$ cat config.mk
export PLATFORM = sky130hd
export DESIGN_NAME = sn_stream_decoder
export DESIGN_NICKNAME = d
export VERILOG_FILES = /design/src/rtl/sn_stream_decoder_pkg.sv /design/src/rtl/sn_window_counter.sv /design/src/rtl/sn_stream_decoder.sv
export SDC_FILE = /design/constraint.sdc
export NUM_CORES = 1
export LEC_CHECK = 0
export BUFFER_PORTS_ARGS = -buffer_cell sky130_fd_sc_hd__clkbuf_2
export CORE_MARGIN = 2
export CORE_UTILIZATION = 40
export CTS_CLUSTER_DIAMETER = 100
export DETAILED_ROUTE_END_ITERATION = 12
export HOLD_SLACK_MARGIN = 0.12
export SLEW_MARGIN = 20
export SYNTH_ARGS = -nofsm -noshare
export SYNTH_HDL_FRONTEND = slang
export SYNTH_SLANG_ARGS = --single-unit
$ cat constraint.sdc
create_clock -name clk_i -period 3.3 [get_ports clk_i]
set_clock_uncertainty 0.15 [all_clocks]
set_input_delay 0.66 -clock clk_i [delete_from_list [all_inputs] [get_ports clk_i]]
set_output_delay 0.66 -clock clk_i [all_outputs]
set_load 0.03 [all_outputs]
$ cat src/rtl/sn_stream_decoder_pkg.sv
// Shared stochastic-computing package.
// Holds the default SN length limits, the decoder/generator state encoding
// and the window-length clamp used wherever a programmable L is latched.
package sn_stream_decoder_pkg;

   // Longest supported stream is 2^LEN_W bits.
   localparam int LEN_W = 27;
   // Width of len_log2; 2^LOG_W must exceed LEN_W.
   localparam int LOG_W = 5;
   // Count width; holds 2^LEN_W inclusive.
   localparam int CNT_W = LEN_W + 1;

   typedef enum logic [1:0] {
      IDLE = 2'd0,
      RUN  = 2'd1,
      FIN  = 2'd2
   } sn_state_e;

   // Clamp a requested window length into the legal range [1, lmax].
   // A zero-length window is promoted to two bits so a window always
   // has at least one terminal compare to hit.
   function automatic logic [LOG_W-1:0] clamp_len(input logic [LOG_W-1:0] l,
                                                  input logic [LOG_W-1:0] lmax);
      logic [LOG_W-1:0] r;
      if (l == {LOG_W{1'b0}}) begin
         r = LOG_W'(1);
      end else if (l > lmax) begin
         r = lmax;
      end else begin
         r = l;
      end
      return r;
   endfunction

endpackage

$ cat src/rtl/sn_window_counter.sv
// Sample counter for one SN decode window.
// Counts accepted bits and flags the accepted bit that completes a window
// of 2^l_eff samples.
// Ports:
//   clk_i      system clock, rising edge
//   reset_i    synchronous active-high reset
//   clear_i    restart the count at the beginning of a window
//   inc_i      a bit is accepted this cycle
//   l_eff_i    clamped window length exponent
//   last_bit_o the bit accepted this cycle is the final one of the window
module sn_window_counter
   import sn_stream_decoder_pkg::*;
#(
   parameter int W_LOG = LOG_W,
   parameter int W_CNT = CNT_W
) (
   input  logic             clk_i,
   input  logic             reset_i,
   input  logic             clear_i,
   input  logic             inc_i,
   input  logic [W_LOG-1:0] l_eff_i,
   output logic             last_bit_o
);

   logic [W_CNT-1:0] samples_q;
   logic [W_CNT-1:0] samples_d;
   logic [W_CNT-1:0] term_s;

   // Terminal value of the window and the next-sample count.
   always_comb begin
      term_s    = W_CNT'(1) << l_eff_i;
      samples_d = samples_q;
      if (clear_i) begin
         samples_d = {W_CNT{1'b0}};
      end else if (inc_i) begin
         samples_d = samples_q + W_CNT'(1);
      end else begin
         samples_d = samples_q;
      end
   end

   // The compare looks at the post-increment count so the flag rises on
   // the very bit that makes samples equal the window size.
   assign last_bit_o = inc_i && (samples_q + W_CNT'(1) == term_s);

   // Sample counter register.
   always_ff @(posedge clk_i) begin
      if (reset_i) begin
         samples_q <= {W_CNT{1'b0}};
      end else begin
         samples_q <= samples_d;
      end
   end

endmodule

$ cat src/rtl/sn_stream_decoder.sv
// Stochastic-number to binary decoder.
// Counts the ones in a unipolar bitstream of 2^L bits and reports the raw
// count plus a Q1.LEN_W probability (2^LEN_W == 1.0).
// Ports:
//   clk_i        system clock, rising edge
//   reset_i      synchronous active-high reset
//   start_i      begin a window (honoured only in IDLE)
//   len_log2_i   window length exponent L, latched on start
//   bit_in_i     SN bit
//   bit_valid_i  qualifies bit_in_i during RUN
//   busy_o       window in progress (falls with the done pulse)
//   done_o       one-cycle pulse when count/prob update
//   valid_o      count/prob hold a completed result
//   count_o      ones in the last completed window
//   prob_o       count scaled to Q1.LEN_W
module sn_stream_decoder
   import sn_stream_decoder_pkg::*;
(
   input  logic             clk_i,
   input  logic             reset_i,
   input  logic             start_i,
   input  logic [LOG_W-1:0] len_log2_i,
   input  logic             bit_in_i,
   input  logic             bit_valid_i,
   output logic             busy_o,
   output logic             done_o,
   output logic             valid_o,
   output logic [CNT_W-1:0] count_o,
   output logic [CNT_W-1:0] prob_o
);

   sn_state_e        state_q, state_d;
   logic [LOG_W-1:0] l_eff_q;
   logic [CNT_W-1:0] ones_q;
   logic             start_acc_s;
   logic             accept_s;
   logic             last_bit_s;
   logic [LOG_W-1:0] shamt_s;
   logic             busy_q, done_q, valid_q;
   logic [CNT_W-1:0] count_q, prob_q;

   sn_window_counter #(
      .W_LOG (LOG_W),
      .W_CNT (CNT_W)
   ) u_win (
      .clk_i      (clk_i),
      .reset_i    (reset_i),
      .clear_i    (start_acc_s),
      .inc_i      (accept_s),
      .l_eff_i    (l_eff_q),
      .last_bit_o (last_bit_s)
   );

   // Next-state logic and per-cycle strobes.
   always_comb begin
      state_d     = state_q;
      start_acc_s = 1'b0;
      accept_s    = 1'b0;
      case (state_q)
         IDLE: begin
            if (start_i) begin
               start_acc_s = 1'b1;
               state_d     = RUN;
            end else begin
               state_d = IDLE;
            end
         end
         RUN: begin
            if (bit_valid_i) begin
               accept_s = 1'b1;
               state_d  = last_bit_s ? FIN : RUN;
            end else begin
               state_d = RUN;
            end
         end
         FIN: begin
            state_d = IDLE;
         end
         default: begin
            state_d = IDLE;
         end
      endcase
   end

   // Normaliser shift: a full window of 2^l_eff ones lands on 2^LEN_W.
   assign shamt_s = LOG_W'(LEN_W) - l_eff_q;

   // State, accumulator and registered result outputs.
   always_ff @(posedge clk_i) begin
      if (reset_i) begin
         state_q <= IDLE;
         l_eff_q <= {LOG_W{1'b0}};
         ones_q  <= {CNT_W{1'b0}};
         busy_q  <= 1'b0;
         done_q  <= 1'b0;
         valid_q <= 1'b0;
         count_q <= {CNT_W{1'b0}};
         prob_q  <= {CNT_W{1'b0}};
      end else begin
         state_q <= state_d;
         // busy spans RUN and FIN so it drops on the same edge done rises.
         busy_q  <= (state_d != IDLE);
         done_q  <= (state_q == FIN);
         if (start_acc_s) begin
            l_eff_q <= clamp_len(len_log2_i, LOG_W'(LEN_W));
            ones_q  <= {CNT_W{1'b0}};
            valid_q <= 1'b0;
         end else if (accept_s) begin
            ones_q  <= ones_q + CNT_W'(bit_in_i);
         end else if (state_q == FIN) begin
            count_q <= ones_q;
            prob_q  <= ones_q << shamt_s;
            valid_q <= 1'b1;
         end else begin
            ones_q  <= ones_q;
         end
      end
   end

   assign busy_o  = busy_q;
   assign done_o  = done_q;
   assign valid_o = valid_q;
   assign count_o = count_q;
   assign prob_o  = prob_q;

endmodule
==> flow_metrics.py <==
metrics = {
    "drt": {
        "dr.pass1.iters": 5,
        "antenna_left": 0,
        "wl_per_cell_um": 15.9,
        "via_per_inst": 5.41,
        "drc": 0,
        "wl_um": 18900,
        "drtIter0Drc": 612,
        "vias": 6419,
    },
    "clocking": {
        "ctsHoldBuffers": 0,
        "cts_tree": "yes",
        "root_buffer": "clkbuf_16",
        "clock_sinks": 122,
        "clockBufferDepth": 2,
        "cts_setup_buffers": 0,
        "clk_latency_ps": 430,
        "cts-buffers-inserted": 17,
        "clkTransAtPathRegs_ps": 60,
        "h-tree-depth": 4,
    },
    "grt": {
        "globalRouteOverflowTotal": 0,
        "grt_max_degree": 65,
        "grt_pass1_wl_um": 31400,
        "antenna_found_initial": 0,
        "grt_pass1_vias": 5899,
        "track_usage_pct": 20.0,
    },
    "sta": {
        "setup_tns_ps": 0,
        "rsz0062_at_grt": "false",
        "slew_headroom_pct": 31.2,
        "finalMaxSlewViolations": 0,
        "tightest_slew_ps": 1030,
        "setup_viol": 0,
        "fin_ws_ps": 237,
        "timing.fmax_mhz": 326,
        "fin_crit_ps": 3060,
        "holdWs_ps": 304,
        "hold_violations": 0,
        "period_share_pct": 92.8,
    },
    "floorplanning": {
        "core.rowCount": 49,
        "initial_core_util_pct": 40.7,
        "core_um2": 17900,
        "dieArea_um2": 19300,
        "die_h_um": 139,
        "die_w_um": 139,
        "io_pins": 69,
    },
    "worst_hold_path": {
        "hold_end": "count_o[10]$_SDFFE_PP0P_",
        "hold_class": "reg2reg",
        "hold_start": "count_o[10]$_SDFFE_PP0P_",
        "hold_depth": 2,
    },
    "logic_synthesis": {
        "synth_ff_type": "dfxtp_1",
        "synth-async-reset-ratio_pct": 0,
        "synth_area_um2": 7280,
        "syn_nets": 907,
        "yosys_warnings": 0,
        "postSynthAreaPerCell_um2": 8.15,
        "synth-seq-cells": 122,
        "postSynthCellCount": 893,
        "synth-edff-count": 0,
        "ys_seq_area_share_pct": 33.5,
        "synth_cell_types": 66,
    },
    "power_and_ir_drop": {
        "intPower_mw": 2.75,
        "combPwrFrac_pct": 8.1,
        "clockPowerShare_pct": 51.0,
        "switching_share_pct": 25.3,
        "peakVddDrop_mv": 0.359,
        "p_seq_share_pct": 40.9,
        "p_per_area_nw_per_um2": 442,
        "p_switching_uw": 931,
        "p_total_mw": 3.68,
        "p_leak_nw": 3.07,
    },
    "setup_path": {
        "crit_family": "simple AND/OR/NAND/NOR gates",
        "slowest_delay_ps": 560,
        "crit_buf_inv": 0,
        "slowest_stage": "or4_1",
        "worstSetupPathType": "reg2reg",
        "path_max_fanout": 7,
        "r2r_slack_ps": 240,
        "crit_cells": 8,
        "critPathCaptureType": "flip-flop",
        "cp.required_ps": 3500,
        "critPathArrivalTime_ps": 3270,
        "r2r_end": "state_q[1]$_SDFF_PP0_",
        "rr_worst_depth": 8,
        "crit_chain": "nand4_2 -> or4_1 -> or4_4 -> nor4bb_1 -> a2111oi_2 -> o211ai_1 -> nor4_2 -> nor3b_2",
        "cp-startpoint": "u_win.samples_q[9]$_SDFFE_PP0P_",
        "reg2reg_from": "u_win.samples_q[9]$_SDFFE_PP0P_",
        "crit_path_start_kind": "flip-flop",
    },
    "cells_and_area": {
        "syn2layout_area_growth_pct": 14.3,
        "final_net_count": 958,
        "multi_input_area_um2": 4360,
        "fillCellCount": 1801,
        "fin_util_pct": 46.5,
        "seqCellArea_um2": 2440,
        "design_area_um2": 8320,
        "layout.cells.non_filler": 1186,
        "drive_gt1_share_pct": 18.4,
        "insertedDiodeCount": 0,
    },
    "placement": {
        "dp_hpwl_um": 13900,
        "io_buffers": 68,
        "placed_area_um2": 7720,
        "post-place-cells": 1154,
        "preCtsSetupSlack_ps": 163,
        "globalplace.congestion": 0.911,
    },
    "outcome": {
        "status": "finished clean",
    },
    "flow_run": {
        "drv_cap": 0,
    },
}
[cells by family after synthesis]
group,share of synthesized area [%]
buffers and inverters,6.74
AO/OA/AOI/OAI,11.7
XOR/XNOR,9.64
multiplexers,10.4
flip-flops,33.5
adder cells (fa/ha/maj),0.687
AND/OR/NAND/NOR,27.3
[sequential cells by signal, indices dropped and copies added (netlist names)]
signal	cells
ones_q	28
state_q	2
count_o	28
done_o	1
prob_o	28
valid_o	1
l_eff_q	5
u_win.samples_q	28
busy_o	1
[what timing repair did]
| item | CTS | global route |
|---|---|---|
| gates resized for setup | 0 | 1 |
| endpoints found under the setup margin | 0 | 2 |
| hold endpoints to repair | 0 | 0 |
[cell usage in the layout, fill, tap and decap left out, drive strengths merged, types with 6 or more instances in the layout]
cell	synthesis	final
nor3	21	21
clkbuf	57	88
a222oi	8	8
nand4	22	22
buf	10	34
xnor2	37	37
xor2	38	38
mux4	17	17
o21ai	33	33
nand2	146	146
nor2b	8	8
nand3	36	36
nor2	109	109
a22oi	13	13
or3	15	15
a21oi	52	52
mux2i	31	31
nor4	16	16
dfxtp	122	122
mux2	6	6
and3	11	11
nand2b	11	11
inv	12	15
[worst min-delay path, delay by kind of cell, from the launching register on]
kind | cells | cell delay, ps
AND/OR/NAND/NOR | 1 | 50
AO/OA/AOI/OAI | 1 | 50
flip-flops | 1 | 300
[area by class of cell]
cell class                 count  area share (%)
sequential                   122            29.4
inverter                      12           0.541
clock inverter                12            1.65
timing repair buffer         102            7.15
multi-input combinational    689            52.4
tap                          229            3.44
clock buffer                  20            5.49
[power groups by stage]
| stage | clock (mW) | sequential [mW] | combinational, mW |
|---|---|---|---|
| after floorplan | 0 | 1.53 | 0.238 |
| after global placement | 0 | 1.54 | 0.297 |
| after detailed placement | 0 | 1.54 | 0.296 |
| after CTS | 1.91 | 1.50 | 0.297 |
| after global routing | 1.98 | 1.51 | 0.326 |
| final | 1.88 | 1.50 | 0.297 |
[cell usage after synthesis, types with 2 or more instances]
| library cell | n | area share (%) |
|---|---|---|
| a21oi_1 | 52 | 3.6 |
| a222oi_1 | 8 | 1.1 |
| a22oi_1 | 13 | 1.3 |
| a2bb2oi_1 | 2 | 0.24 |
| a311oi_1 | 4 | 0.48 |
| a31oi_1 | 4 | 0.34 |
| and2_1 | 4 | 0.34 |
| and3_1 | 10 | 0.86 |
| and4_1 | 4 | 0.48 |
| buf_1 | 8 | 0.41 |
| bufbuf_16 | 2 | 0.89 |
| clkbuf_1 | 42 | 2.2 |
| clkbuf_2 | 4 | 0.27 |
| clkbuf_8 | 11 | 2.1 |
| dfxtp_1 | 122 | 34 |
| ha_1 | 4 | 0.69 |
| inv_1 | 10 | 0.52 |
| inv_2 | 2 | 0.10 |
| mux2_2 | 6 | 0.93 |
| mux2i_1 | 31 | 4.3 |
| mux4_2 | 17 | 5.3 |
| nand2_1 | 146 | 7.5 |
| nand2b_1 | 11 | 0.95 |
| nand3_1 | 35 | 2.4 |
| nand3b_1 | 2 | 0.21 |
| nand4_1 | 20 | 1.7 |
| nand4_2 | 2 | 0.34 |
| nor2_1 | 109 | 5.6 |
| nor2b_1 | 8 | 0.69 |
| nor3_1 | 21 | 1.4 |
| nor3b_1 | 2 | 0.21 |
| nor4_1 | 15 | 1.3 |
| o211ai_1 | 5 | 0.52 |
| o21ai_0 | 33 | 2.3 |
| o31ai_1 | 4 | 0.41 |
| or2_2 | 2 | 0.17 |
| or2b_2 | 2 | 0.24 |
| or3_1 | 14 | 1.2 |
| xnor2_1 | 37 | 4.5 |
| xnor3_1 | 2 | 0.62 |
| xor2_1 | 38 | 4.6 |
[layer usage]
metal  GRT usage (%)  vias up  share of wire, %
met5               0        -                 0
met4            6.80        0               1.6
met3            4.39       22               5.1
met2            27.8      148                41
met1            30.3     3008                52
li1                -     3241                 -
[worst max path at each step]
stage                                        to  slack, ps
after floorplan           state_q[1]$_SDFF_PP0_        280
after global placement    state_q[1]$_SDFF_PP0_        200
after detailed placement  state_q[1]$_SDFF_PP0_        160
after CTS                 state_q[1]$_SDFF_PP0_        160
after global routing      state_q[1]$_SDFF_PP0_          3
final                     state_q[1]$_SDFF_PP0_        240
Note: power is estimated with default switching activity, not from simulation.
